==> config.mk <==
export PLATFORM = sky130hd
export DESIGN_NAME = shop_cmd_framer
export DESIGN_NICKNAME = d
export VERILOG_FILES = /design/src/rtl/shop_cmd_framer.sv
export SDC_FILE = /design/constraint.sdc
export NUM_CORES = 1
export LEC_CHECK = 0
export CAP_MARGIN = 30
export CORE_UTILIZATION = 35
export CTS_CLUSTER_SIZE = 30
export DETAILED_ROUTE_END_ITERATION = 8
export PLACE_DENSITY = 0.64
export SYNTH_ARGS = -nofsm -noshare
export SYNTH_HDL_FRONTEND = slang
export SYNTH_SLANG_ARGS = --single-unit
==> constraint.sdc <==
create_clock -name i_clk -period 6.9 [get_ports i_clk]
set_input_delay 1.725 -clock i_clk [delete_from_list [all_inputs] [get_ports i_clk]]
set_output_delay 1.725 -clock i_clk [all_outputs]
set_load 0.01 [all_outputs]
==> src/rtl/shop_cmd_framer.sv <==
// -----------------------------------------------------------------------------
// shop_cmd_framer
//
// Upstream framer for the shop command unit. Consumes a byte-serial ASCII
// stream (one character per i_byte_vld strobe), parses lines of the form
// "<user-id> <cmd>\n" and presents each complete command as a one-cycle
// o_rdy pulse with the user id on o_u and the command text on o_a. The text
// is right-justified with zero upper bytes, which is the same packing a
// Verilog string literal gets. Malformed lines raise a one-cycle o_err pulse
// and the framer resynchronises at the next newline.
//
// Optional feature (macro SHOP_FRAMER_CMD_CHECK_EN):
//   when defined, only the seven shop command keys are emitted; any other
//   command text produces o_err instead of o_rdy and leaves o_u/o_a alone.
//
// Ports:
//   i_clk       in   1             system clock, rising edge
//   i_reset     in   1             asynchronous active-low reset
//   i_byte_vld  in   1             strobe: i_byte holds a new character
//   i_byte      in   8             ASCII character
//   o_rdy       out  1             pulse: o_u/o_a hold a complete command
//   o_u         out  I_U_NUM_BITS  parsed user id
//   o_a         out  I_A_NUM_BITS  command text, right-justified
//   o_err       out  1             pulse: current line rejected
//   o_busy      out  1             high while a line is partially received
// -----------------------------------------------------------------------------
module shop_cmd_framer #(
  parameter int I_A_NUM_ASCII_CHARS = 7,
  parameter int I_A_NUM_BITS        = I_A_NUM_ASCII_CHARS * 8,
  parameter int I_U_NUM_BITS        = 4,
  parameter int MAX_ID_DIGITS       = 2
) (
  input  logic                    i_clk,
  input  logic                    i_reset,
  input  logic                    i_byte_vld,
  input  logic [7:0]              i_byte,
  output logic                    o_rdy,
  output logic [I_U_NUM_BITS-1:0] o_u,
  output logic [I_A_NUM_BITS-1:0] o_a,
  output logic                    o_err,
  output logic                    o_busy
);

  // Four spare bits on the accumulator so acc*10+9 never wraps before the
  // range compare against the largest legal id.
  localparam int ACC_W  = I_U_NUM_BITS + 4;
  localparam int NDIG_W = $clog2(MAX_ID_DIGITS + 1);
  localparam int NCHR_W = $clog2(I_A_NUM_ASCII_CHARS + 1);

  localparam logic [ACC_W-1:0]  MAX_ID  = ACC_W'((64'd1 << I_U_NUM_BITS) - 64'd1);
  localparam logic [NDIG_W-1:0] MAX_DIG = NDIG_W'(MAX_ID_DIGITS);
  localparam logic [NCHR_W-1:0] MAX_CHR = NCHR_W'(I_A_NUM_ASCII_CHARS);

  localparam logic [7:0] CH_NL = 8'h0A;
  localparam logic [7:0] CH_SP = 8'h20;

  typedef enum logic [2:0] {
    S_IDLE = 3'd0,
    S_USER = 3'd1,
    S_CMD  = 3'd2,
    S_EMIT = 3'd3,
    S_SKIP = 3'd4
  } state_t;

`ifdef SHOP_FRAMER_CMD_CHECK_EN
  // True when the right-justified command text equals one of the shop keys.
  function automatic logic is_cmd_key(input logic [I_A_NUM_BITS-1:0] cmd);
    logic hit;
    hit = 1'b0;
    hit = hit | (cmd == I_A_NUM_BITS'(56'h00_4C6F676F7574));  // "Logout"
    hit = hit | (cmd == I_A_NUM_BITS'(56'h0000_4C6F67696E));  // "Login"
    hit = hit | (cmd == I_A_NUM_BITS'(56'h00_416464557372));  // "AddUsr"
    hit = hit | (cmd == I_A_NUM_BITS'(56'h00_44656C557372));  // "DelUsr"
    hit = hit | (cmd == I_A_NUM_BITS'(56'h4164644974656D));   // "AddItem"
    hit = hit | (cmd == I_A_NUM_BITS'(56'h44656C4974656D));   // "DelItem"
    hit = hit | (cmd == I_A_NUM_BITS'(56'h00000000427579));   // "Buy"
    return hit;
  endfunction
`endif

  state_t                  state_q, state_d;
  logic [ACC_W-1:0]        acc_q, acc_d;
  logic [NDIG_W-1:0]       ndig_q, ndig_d;
  logic [NCHR_W-1:0]       nchar_q, nchar_d;
  logic [I_A_NUM_BITS-1:0] cmd_q, cmd_d;
  logic [I_U_NUM_BITS-1:0] u_q, u_d;
  logic [I_A_NUM_BITS-1:0] a_q, a_d;
  logic                    rdy_q, rdy_d;
  logic                    err_q, err_d;
  logic                    busy_q, busy_d;

  logic                    is_digit_s;
  logic                    is_print_s;
  logic [3:0]              digit_s;
  logic [ACC_W-1:0]        acc_next_s;
  logic                    key_ok_s;

  assign is_digit_s = (i_byte >= 8'h30) && (i_byte <= 8'h39);
  assign is_print_s = (i_byte >= 8'h21) && (i_byte <= 8'h7E);
  // For '0'..'9' the low nibble is the digit value.
  assign digit_s    = i_byte[3:0];
  assign acc_next_s = (acc_q * ACC_W'(4'd10)) + ACC_W'(digit_s);

`ifdef SHOP_FRAMER_CMD_CHECK_EN
  assign key_ok_s = is_cmd_key(cmd_q);
`else
  assign key_ok_s = 1'b1;
`endif

  // Next-state and pulse decode for the line parser.
  always_comb begin
    state_d = state_q;
    acc_d   = acc_q;
    ndig_d  = ndig_q;
    nchar_d = nchar_q;
    cmd_d   = cmd_q;
    u_d     = u_q;
    a_d     = a_q;
    rdy_d   = 1'b0;
    err_d   = 1'b0;

    case (state_q)
      // S_EMIT lasts one cycle; a byte landing in it is parsed as in S_IDLE.
      S_IDLE, S_EMIT: begin
        state_d = S_IDLE;
        if (i_byte_vld) begin
          if (is_digit_s) begin
            acc_d   = ACC_W'(digit_s);
            ndig_d  = NDIG_W'(1'b1);
            state_d = S_USER;
          end else if ((i_byte == CH_SP) || (i_byte == CH_NL)) begin
            state_d = S_IDLE;
          end else begin
            err_d   = 1'b1;
            state_d = S_SKIP;
          end
        end else begin
          state_d = S_IDLE;
        end
      end

      S_USER: begin
        if (i_byte_vld) begin
          if (is_digit_s) begin
            if ((ndig_q >= MAX_DIG) || (acc_next_s > MAX_ID)) begin
              err_d   = 1'b1;
              state_d = S_SKIP;
            end else begin
              acc_d  = acc_next_s;
              ndig_d = ndig_q + NDIG_W'(1'b1);
            end
          end else if (i_byte == CH_SP) begin
            cmd_d   = '0;
            nchar_d = '0;
            state_d = S_CMD;
          end else if (i_byte == CH_NL) begin
            err_d   = 1'b1;
            state_d = S_IDLE;
          end else begin
            err_d   = 1'b1;
            state_d = S_SKIP;
          end
        end else begin
          state_d = S_USER;
        end
      end

      S_CMD: begin
        if (i_byte_vld) begin
          if (is_print_s) begin
            if (nchar_q >= MAX_CHR) begin
              err_d   = 1'b1;
              state_d = S_SKIP;
            end else begin
              cmd_d   = {cmd_q[I_A_NUM_BITS-9:0], i_byte};
              nchar_d = nchar_q + NCHR_W'(1'b1);
            end
          end else if (i_byte == CH_NL) begin
            if (nchar_q != '0) begin
              // Output registers load on the same edge that enters S_EMIT,
              // so o_u/o_a are valid for the whole o_rdy cycle.
              state_d = S_EMIT;
              if (key_ok_s) begin
                rdy_d = 1'b1;
                u_d   = acc_q[I_U_NUM_BITS-1:0];
                a_d   = cmd_q;
              end else begin
                err_d = 1'b1;
              end
            end else begin
              err_d   = 1'b1;
              state_d = S_IDLE;
            end
          end else begin
            err_d   = 1'b1;
            state_d = S_SKIP;
          end
        end else begin
          state_d = S_CMD;
        end
      end

      // The error was flagged on entry; just swallow bytes through '\n'.
      S_SKIP: begin
        if (i_byte_vld && (i_byte == CH_NL)) begin
          state_d = S_IDLE;
        end else begin
          state_d = S_SKIP;
        end
      end

      default: begin
        state_d = S_IDLE;
      end
    endcase

    busy_d = (state_d != S_IDLE);
  end

  // Parser state and registered outputs; async clear on active-low reset.
  always_ff @(posedge i_clk or negedge i_reset) begin
    if (!i_reset) begin
      state_q <= S_IDLE;
      acc_q   <= '0;
      ndig_q  <= '0;
      nchar_q <= '0;
      cmd_q   <= '0;
      u_q     <= '0;
      a_q     <= '0;
      rdy_q   <= 1'b0;
      err_q   <= 1'b0;
      busy_q  <= 1'b0;
    end else begin
      state_q <= state_d;
      acc_q   <= acc_d;
      ndig_q  <= ndig_d;
      nchar_q <= nchar_d;
      cmd_q   <= cmd_d;
      u_q     <= u_d;
      a_q     <= a_d;
      rdy_q   <= rdy_d;
      err_q   <= err_d;
      busy_q  <= busy_d;
    end
  end

  assign o_rdy  = rdy_q;
  assign o_err  = err_q;
  assign o_u    = u_q;
  assign o_a    = a_q;
  assign o_busy = busy_q;

endmodule

==> metrics.md <==
| Metric | Value |
|---|---|
| Area delta synth->final | `27.6%` |
| Final Instance Count excl. Fillers | `929` |
| Final period util | `0.643` |
| Post-CTS Hold Fix Bufs | `0` |
| HP Class | `flop to flop` |
| Layout cells sized above 1 | `0.0645` |
| Mean Syn Cell Area | `9.06 µm²` |
| # setup viols final | `0` |
| Final Critical Period | `4.44 ns` |
| DR DRC count | `0` |
| CTS Buf Count | `17` |
| First-pass DRT Iterations | `5` |
| Worst path arrival time | `4.72 ns` |
| Synth top area cells | `dfrtp_1 (58%), nand2_1 (19%), ha_1 (3.3%)` |
| Final HPWL DP | `8.67 mm` |
| Filler cells | `1553` |
| Core area | `16000 µm²` |
| Post-Syn Area | `5770 µm²` |
| Clk_lat worst skew | `0.41 ns` |
| Commonest non-fill, non-tap cell in the layout | `nand2_1` |
| Setup_tns | `0 ns` |
| Fin. Hold Viols | `0` |
| Number of antenna-violating nets in the routed design | `0` |
| Worst Path Max Fanout | `7` |
| Fraction of registers with async set/reset | `1.00` |
| Power per cell area | `264 nW/µm²` |
| Outcome | `finished clean` |
| CP Capture Type | `flop` |
| Slew Limit Fails | `0` |
| Vias | `4497` |
| First-pass GRT wire length | `21.8 mm` |
| Share of the synthesized area in the top cell type | `0.581` |
| 1st-iter DRT viols | `346` |
| Syn Inst Count | `637` |
| Clk sinks | `134` |
| Clock transition at path regs | `0.06 ns` |
| IO buf count | `73` |
| Maxcap violations | `0` |
| Die Area | `17000 µm²` |
| CP Data Required Time | `7.19 ns` |
| Clock Skews | `0.00744 ns` |
| Ports | `74` |
| GP Congestion | `0.877` |
| Worst-Margin Slew | `0.830 ns` |
| Initial antenna violation count | `0` |
| Initial Util | `0.361` |
| Placed cells | `898` |
| Number of placement rows | `46` |
| Yosys warns | `0` |
| Root Driver | `clkbuf_16` |
| Syn_nets | `665` |
| Top FF cell, synth | `dfrtp_1` |
| Leakage | `3.50 nW` |
| Crit path kind | `input pin to flop` |
| Setup Fix Bufs, Post-CTS | `0` |
| Post-CTS Resized | `0` |
| Worst slew margin | `0.446` |
| Finished Cell Area | `7360 µm²` |
| Fin nets | `729` |
| Startpoint types | `input pin` |
| Pin count of the biggest net entering global routing | `99` |
| Final core occ | `0.460` |
| Clock buffer depth | `2` |
| Gr ovfl total | `0` |
| Via/cell ratio | `4.84` |
| Die Wd | `130 µm` |
| Max VDD drop | `0.171 mV` |
| GRT Util Overall | `0.167` |
| TritonCTS clock tree | `built` |
| Die height | `130 µm` |
| DRT Wirelength | `13.0 mm` |
| Fmax achieved | `0.225 GHz` |
| Dpl cell area | `6720 µm²` |
| Post-synth EDFFs | `0` |
| CTS H-tree lvls | `4` |
| Vias in the first global route | `4521` |
| #FFs+latches synth | `134` |
| DR WL/cell | `14.0 µm` |
| # diodes | `0` |
| RSZ-0062 raised after global routing | `false` |
| Post-synth top area cell | `dfrtp_1` |
| Sequential area share after synthesis | `0.581` |
| Unique masters post-synth | `45` |
| Commonest non-fill, non-tap cells in the layout | `nand2_1 (298), dfrtp_1 (134), clkdlybuf4s50_1 (72), o21ai_0 (37), o21ai_1 (26)` |
-- registers in the layout, indices dropped and copies added (netlist names) --
name,count
state_q,3
nchar_q,3
o_err,1
o_u,4
o_busy,1
o_a,56
acc_q,7
cmd_q,56
ndig_q,2
o_rdy,1
-- per-stage QoR --
step           setup WS, ns  hold slack, ns  total power [mW]
3_5_place_dp           2.05           0.455             0.987
6_report               2.46           0.465              1.94
4_1_cts                2.50           0.470              1.96
5_1_grt                2.33           0.483              2.02
2_1_floorplan          2.87           0.446             0.929
3_3_place_gp           2.13           0.450             0.979
-- critical path: stages --
cell and delay (ns):
clkdlybuf4s50_1 0.60, ha_1 0.21, inv_1 0.05, fa_1 0.43, nor2b_4 0.15, o2111ai_2 0.11, xnor3_1 0.38, a211o_1 0.34
o21a_1 0.22, or4b_1 0.51
-- Yosys cell counts (all sizes together), types with 3 or more instances --
master  instances
nor3            5
a21o            4
and4            3
clkbuf         27
o31ai           4
ha             15
nand4           3
and2            5
nor2b           3
buf             7
nor2           12
inv             7
a21oi           4
mux2            3
nand2         298
dfrtp         134
o21ai          64
xor2            3
nand2b          7
nand3           4
-- path summary, 6_finish.rpt --
check	from	endpoint	slack [ns]	cells past startpoint
min	o_a[36]	o_a[36]	0.46	2
min in group asynchronous	i_reset	cmd_q[9]	1.38	1
min reg2reg	o_a[36]	o_a[36]	0.46	2
max reg2reg	acc_q[3]	o_busy	3.57	9
max in group asynchronous	i_reset	o_a[34]	4.37	2
max	i_byte[1]	o_busy	2.46	10
-- cell type report --
| class | count | area (µm²) | share of cell area |
|---|---|---|---|
| clock buffers | 21 | 470 | 0.0639 |
| clock inverters | 10 | 169 | 0.0229 |
| multi-input cells | 462 | 2270 | 0.309 |
| flip-flops and latches | 134 | 3350 | 0.456 |
| well taps | 216 | 270 | 0.0367 |
| inverters | 7 | 26.3 | 0.00357 |
| repair buffers | 79 | 797 | 0.108 |
-- cells by family (layout without fill, tap and decap cells) --
logic type / Yosys count / after routing / synth area share
compound gates: 90 / 90 / 0.0902
fa+ha+maj: 17 / 17 / 0.0395
xor+xnor: 5 / 5 / 0.00998
simple gates: 345 / 345 / 0.242
buf+inv: 41 / 117 / 0.0280
flops: 134 / 134 / 0.581
mux: 5 / 5 / 0.00933
-- power by group --
part	internal, mW	leakage (nW)	total [mW]	switching (mW)
Sequential	0.813	1.82	0.838	0.0253
Clock	0.635	0.314	0.968	0.333
Combinational	0.0568	1.37	0.137	0.0800
-- metal layers --
metal | wire length [µm] | global-route usage | up-vias
li1 | - | - | 2194
met1 | 5700 | 0.215 | 2123
met2 | 6250 | 0.271 | 150
met3 | 769 | 0.0452 | 30
met4 | 259 | 0.0629 | 0
met5 | 0 | 0 | -
Power figures use the tool's default switching activity.
